[src/rtl/calc_ctrl.sv]
// ---------------------------------------------------------------------------
// calc_ctrl -- key-sequencing controller for the calculator datapath.
//
// Builds two decimal operands (0..9999) from keypad digit codes, tracks the
// pending operator and runs the arithmetic. Add, subtract and multiply finish
// one cycle after the triggering key. Divide uses a 14-iteration restoring
// divider that produces one quotient bit per cycle. A single 14-bit value and
// status flags are presented to the 7-segment display stage.
//
// Ports
//   clk        in   system clock, rising edge
//   rst        in   synchronous active-high reset
//   key_valid  in   one-cycle strobe, key_num valid
//   key_num    in   [3:0] 0-9 digit, 10 add, 11 sub, 12 mul, 13 div,
//                   14 equals, 15 clear
//   key_ready  out  a non-clear key will be accepted (low while computing)
//   disp_val   out  [13:0] operand being entered, or result
//   disp_sel   out  0 = operand A / result shown, 1 = operand B shown
//   op_flag    out  [3:0] pending operator code 10-13, 0 = none
//   busy       out  high while a computation is running
//   done       out  one-cycle pulse when a result is written
//   err        out  sticky error, cleared only by clear key or rst
// ---------------------------------------------------------------------------
module calc_ctrl (
  input  logic        clk,
  input  logic        rst,
  input  logic        key_valid,
  input  logic [3:0]  key_num,
  output logic        key_ready,
  output logic [13:0] disp_val,
  output logic        disp_sel,
  output logic [3:0]  op_flag,
  output logic        busy,
  output logic        done,
  output logic        err
);

  localparam logic [13:0] MAX_VAL  = 14'd9999;
  localparam logic [3:0]  KEY_ADD  = 4'd10;
  localparam logic [3:0]  KEY_SUB  = 4'd11;
  localparam logic [3:0]  KEY_MUL  = 4'd12;
  localparam logic [3:0]  KEY_DIV  = 4'd13;
  localparam logic [3:0]  KEY_EQ   = 4'd14;
  localparam logic [3:0]  KEY_CLR  = 4'd15;
  // Iteration index of the last quotient bit (14 iterations, 0..13).
  localparam logic [3:0]  DIV_LAST = 4'd13;

  typedef enum logic [2:0] {
    ENTER_A,
    OP_WAIT,
    ENTER_B,
    EXEC,
    RESULT,
    ERROR
  } state_t;

  state_t      state_reg;
  logic [13:0] a_reg;
  logic [13:0] b_reg;
  logic [3:0]  op_flag_reg;
  logic [3:0]  next_op_reg;
  logic [13:0] rem_reg;
  logic [13:0] quo_reg;
  logic [3:0]  div_cnt_reg;
  logic [13:0] disp_val_reg;
  logic        disp_sel_reg;
  logic        busy_reg;
  logic        done_reg;
  logic        err_reg;
  logic        key_ready_reg;

  assign key_ready = key_ready_reg;
  assign disp_val  = disp_val_reg;
  assign disp_sel  = disp_sel_reg;
  assign op_flag   = op_flag_reg;
  assign busy      = busy_reg;
  assign done      = done_reg;
  assign err       = err_reg;

  // Key classification
  logic is_digit;
  logic is_oper;
  logic is_equals;
  logic clear_key;
  logic key_take;

  assign is_digit  = (key_num <= 4'd9);
  assign is_oper   = (key_num >= KEY_ADD) && (key_num <= KEY_DIV);
  assign is_equals = (key_num == KEY_EQ);
  assign clear_key = key_valid && (key_num == KEY_CLR);
  assign key_take  = key_valid && key_ready_reg;

  // Digit append: operand*10 + d, kept wide enough to detect overflow.
  logic [16:0] a_append;
  logic [16:0] b_append;
  logic        a_fits;
  logic        b_fits;

  assign a_append = ({3'd0, a_reg} * 17'd10) + {13'd0, key_num};
  assign b_append = ({3'd0, b_reg} * 17'd10) + {13'd0, key_num};
  assign a_fits   = (a_append <= {3'd0, MAX_VAL});
  assign b_fits   = (b_append <= {3'd0, MAX_VAL});

  // Single-cycle arithmetic
  logic [14:0] sum;
  logic [27:0] prod;

  assign sum  = {1'b0, a_reg} + {1'b0, b_reg};
  assign prod = {14'd0, a_reg} * {14'd0, b_reg};

  // Restoring divider step: shift the next dividend bit into the partial
  // remainder and subtract the divisor when it fits. The dividend lives in
  // quo_reg and is shifted out as quotient bits are shifted in.
  logic [14:0] div_shift;
  logic        div_ge;
  logic [13:0] div_diff;
  logic [13:0] rem_next;
  logic [13:0] quo_next;

  assign div_shift = {rem_reg, quo_reg[13]};
  assign div_ge    = (div_shift >= {1'b0, b_reg});
  // When div_ge holds the true difference is below b_reg, so 14 bits suffice.
  assign div_diff  = div_shift[13:0] - b_reg;
  assign rem_next  = div_ge ? div_diff : div_shift[13:0];
  assign quo_next  = {quo_reg[12:0], div_ge};

  // Outcome of the operation pending in EXEC
  logic [13:0] exec_result;
  logic        exec_err;
  logic        exec_last;

  always_comb begin
    exec_result = 14'd0;
    exec_err    = 1'b0;
    case (op_flag_reg)
      KEY_ADD: begin
        exec_result = sum[13:0];
        exec_err    = (sum > {1'b0, MAX_VAL});
      end
      KEY_SUB: begin
        exec_result = a_reg - b_reg;
        exec_err    = (a_reg < b_reg);
      end
      KEY_MUL: begin
        exec_result = prod[13:0];
        exec_err    = (prod > {14'd0, MAX_VAL});
      end
      KEY_DIV: begin
        exec_result = quo_next;
        exec_err    = (b_reg == 14'd0);
      end
      default: begin
        exec_result = 14'd0;
        exec_err    = 1'b0;
      end
    endcase
    exec_last = (op_flag_reg != KEY_DIV) || (div_cnt_reg == DIV_LAST);
  end

  always_ff @(posedge clk) begin
    // Reset and the clear key produce identical state, so one branch covers
    // both; clear is honoured in every state, including mid-computation.
    if (rst || clear_key) begin
      state_reg     <= ENTER_A;
      a_reg         <= 14'd0;
      b_reg         <= 14'd0;
      op_flag_reg   <= 4'd0;
      next_op_reg   <= 4'd0;
      rem_reg       <= 14'd0;
      quo_reg       <= 14'd0;
      div_cnt_reg   <= 4'd0;
      disp_val_reg  <= 14'd0;
      disp_sel_reg  <= 1'b0;
      busy_reg      <= 1'b0;
      done_reg      <= 1'b0;
      err_reg       <= 1'b0;
      key_ready_reg <= 1'b1;
    end else begin
      done_reg <= 1'b0;
      case (state_reg)
        ENTER_A: begin
          if (key_take) begin
            if (is_digit) begin
              if (a_fits) begin
                a_reg        <= a_append[13:0];
                disp_val_reg <= a_append[13:0];
              end
            end else if (is_oper) begin
              op_flag_reg <= key_num;
              state_reg   <= OP_WAIT;
            end
          end
        end

        OP_WAIT: begin
          if (key_take) begin
            if (is_digit) begin
              b_reg        <= {10'd0, key_num};
              disp_val_reg <= {10'd0, key_num};
              disp_sel_reg <= 1'b1;
              state_reg    <= ENTER_B;
            end else if (is_oper) begin
              op_flag_reg <= key_num;
            end
          end
        end

        ENTER_B: begin
          if (key_take) begin
            if (is_digit) begin
              if (b_fits) begin
                b_reg        <= b_append[13:0];
                disp_val_reg <= b_append[13:0];
              end
            end else if (is_oper || is_equals) begin
              // Chained operator becomes pending after this result.
              next_op_reg   <= is_oper ? key_num : 4'd0;
              rem_reg       <= 14'd0;
              quo_reg       <= a_reg;
              div_cnt_reg   <= 4'd0;
              busy_reg      <= 1'b1;
              key_ready_reg <= 1'b0;
              state_reg     <= EXEC;
            end
          end
        end

        EXEC: begin
          if (exec_err) begin
            err_reg       <= 1'b1;
            disp_val_reg  <= 14'd0;
            disp_sel_reg  <= 1'b0;
            op_flag_reg   <= 4'd0;
            busy_reg      <= 1'b0;
            key_ready_reg <= 1'b1;
            state_reg     <= ERROR;
          end else if (exec_last) begin
            a_reg         <= exec_result;
            b_reg         <= 14'd0;
            disp_val_reg  <= exec_result;
            disp_sel_reg  <= 1'b0;
            op_flag_reg   <= next_op_reg;
            done_reg      <= 1'b1;
            busy_reg      <= 1'b0;
            key_ready_reg <= 1'b1;
            state_reg     <= (next_op_reg != 4'd0) ? OP_WAIT : RESULT;
          end else begin
            rem_reg     <= rem_next;
            quo_reg     <= quo_next;
            div_cnt_reg <= div_cnt_reg + 4'd1;
          end
        end

        RESULT: begin
          if (key_take) begin
            if (is_digit) begin
              a_reg        <= {10'd0, key_num};
              disp_val_reg <= {10'd0, key_num};
              state_reg    <= ENTER_A;
            end else if (is_oper) begin
              op_flag_reg <= key_num;
              state_reg   <= OP_WAIT;
            end
          end
        end

        ERROR: begin
          // Only clear leaves this state.
        end

        default: begin
          state_reg <= ENTER_A;
        end
      endcase
    end
  end

endmodule
[config.mk]
export PLATFORM = sky130hd
export DESIGN_NAME = calc_ctrl
export DESIGN_NICKNAME = d
export VERILOG_FILES = /design/src/rtl/calc_ctrl.sv
export SDC_FILE = /design/constraint.sdc
export NUM_CORES = 1
export LEC_CHECK = 0
export CORE_MARGIN = 3
export CORE_UTILIZATION = 40
export CTS_CLUSTER_SIZE = 28
export DETAILED_ROUTE_END_ITERATION = 10
export PLACE_DENSITY_LB_ADDON = 0.25
export REMOVE_ABC_BUFFERS = 1
export SLEW_MARGIN = 20
export SYNTH_ARGS = -nofsm -noshare
export SYNTH_HDL_FRONTEND = slang
export SYNTH_SLANG_ARGS = --single-unit
[constraint.sdc]
create_clock -name clk -period 8.3 [get_ports clk]
set_clock_uncertainty 0.2 [all_clocks]
set_input_delay 1.66 -clock clk [delete_from_list [all_inputs] [get_ports clk]]
set_output_delay 1.66 -clock clk [all_outputs]
set_load 0.01 [all_outputs]
==> impl_metrics.ini <==
[outcome]
run_status = complete, no violations

[critical_path]
worstSetupPathType = flop to flop
crit_buf_inv = 7
slowest_delay_ns = 0.53
crit_family = adder cells
cp_max_fo = 14
r2r_setup_slack_ns = 0.45
start_kind = flop
required_ns = 8.32
crit_slowest_cell = fa_1
end_kind = flop
arrival_ns = 7.87

[layout]
num-fill-cells = 3966
area_growth_pct = 8.34
multiInputGateArea_um2 = 13100
nets = 2371
instances_no_fill = 2549
drive_gt1_frac = 0.0611
layout_commonest_cell = nand2_1
diodes = 0
regArea_um2 = 1800
layout_common_cells = nand2_1, inv_1, ha_1

[power_and_ir_drop]
p_sw_frac = 0.360
peakVddDrop_uv = 89.3
p_leak_nw = 8.20
power_density_nw_per_um2 = 76.3
power_frac_seq = 0.360
combPwrFrac = 0.321
p_sw_mw = 0.479
p_int_mw = 0.852
p_clk_frac = 0.319

[synth]
synth_area_leaders = fa_1, ha_1, dfxtp_1
synth_top_area_share = 0.184
async_reset_ff_frac = 0
synthCells = 2017
yosys.area_share.adder = 0.332
synth_top_family_by_area = adder cells
synth_cell_types = 97
synth_top_area_cell = fa_1
synth_mux_area_frac = 0.0289
synth_compound_area_frac = 0.198
ys_warn_count = 0
synthXorXnorAreaFrac = 0.0489
synth-main-ff-cell = dfxtp_1
synth_area_per_cell_um2 = 7.98
synth_seq_cells = 90
netlist_area_um2 = 16100
synth-simple-area-share = 0.205
synth-edff-count = 0
ys_seq_area_frac = 0.112

[clock_tree]
clk_latency_ns = 0.36
numCtsBuffers = 9
cts_tree = yes
post_cts_buffers = 0
clkSlewWorstSetupHoldPaths_ns = 0.07
hold_buffers = 0
htree_levels = 3
cts_root_buffer = clkbuf_16
cts_max_path_buffers = 2
clock-sinks = 90
cts_repair_resize_count = 0

[timing]
setup_viol = 0
max_freq_ghz = 0.127
rsz0062_at_grt = false
setup_tns_ns = 0
hold_violations = 0
fin_crit_ns = 7.85
finalMaxSlewViolations = 0
finalCritPeriodShare = 0.946
relSlewSlack = 0.387
fin_ws_ns = 0.448
tightest_slew_ns = 0.916

[die]
dieWidth_um = 207
boundaryPins = 30
initial_core_util = 0.411
floorplan.rows = 72
die_h_um = 207
core_area_um2 = 39200
die_area_um2 = 42700

[run]
maxCapViolCount = 0

[drt]
wl_per_cell_um = 19.4
detail_route.iter0.violations = 1315
viasPerCell = 5.75
ant_nets = 0
drc = 0
vias = 14700
wirelength_um = 49300
first_pass_iters = 6

[min_path]
hold_path_class = flop to flop

[global_route]
grtUsageMet1 = 0.327
grt_use_total = 0.230
grt_pass1_vias = 14000
grt_pass1_wl_um = 77500
antenna_found_initial = 0
met2_usage = 0.371
grt_max_degree = 78
overflow = 0
busiest_layer = met2
use_met3 = 0.0285

[placement]
placed_cells = 2533
post-place-ws_ns = 0.387
portBuffers = 29
gp_congestion = 0.938
dpl.hpwl_um = 39500
final timing paths:
path                            cells past startpoint                   from               endpoint
worst max-delay path                               26  b_reg[4]$_SDFFE_PP0P_  a_reg[9]$_SDFFE_PP0P_
worst max register to register                     26  b_reg[4]$_SDFFE_PP0P_  a_reg[9]$_SDFFE_PP0P_
worst min register to register                      1       err$_SDFFE_PP0P_       err$_SDFFE_PP0P_
worst min-delay path                                1       err$_SDFFE_PP0P_       err$_SDFFE_PP0P_
logic make-up (layout without fill, tap and decap cells):
family / after synthesis / in the layout
DFF: 90 / 90
buffers and inverters: 311 / 325
and+or+nand+nor: 682 / 682
muxes: 46 / 46
adders and majority gates: 338 / 338
xor gates and xnor gates: 89 / 89
AOI/OAI and AO/OA: 461 / 461
synthesized netlist by cell type (14+ instances only):
library cell / count
nand2_1: 269
inv_1: 218
ha_1: 190
fa_1: 148
nor2_1: 123
o21ai_0: 105
a21oi_1: 101
and2_1: 90
dfxtp_1: 90
clkbuf_1: 70
xnor2_1: 53
mux2i_1: 42
xor2_1: 35
nand3_1: 34
a21o_1: 28
nor3_1: 28
nand2b_1: 25
o21a_1: 22
a31oi_1: 21
nor2b_1: 20
or3_1: 15
a211oi_1: 14
a311oi_1: 14
nor4_1: 14
layer usage:
metal	wire length [µm]	up-vias
met5	0	-
met1	22100	7180
met2	22800	452
met4	1320	0
met3	3120	72
li1	-	6950
cell type report:
type	instances	area share
multi-input combinational	1616	0.751
sequential	90	0.103
inverter	218	0.0469
timing repair buffer	91	0.0447
tap	518	0.0371
clock buffer	11	0.0133
clock inverter	5	0.00359
power groups by stage:
stage	clock (mW)	combinational, mW	sequential, mW
finish	0.424	0.428	0.479
floorplan	0	0.268	0.491
CTS	0.429	0.421	0.479
detailed placement	0	0.418	0.489
global route	0.445	0.465	0.482
global placement	0	0.416	0.488
stage by stage:
step,total power [mW],util,hold slack [ns],instance area [µm²]
final,1.33,0.445,0.272,17400
after floorplan,0.760,-,0.237,15700
after detailed placement,0.907,0.438,0.259,17100
after global placement,0.903,0.438,0.248,17100
after global routing,1.39,0.445,0.289,17400
after CTS,1.33,0.445,0.270,17400
Note: power is estimated with default switching activity, not from simulation.
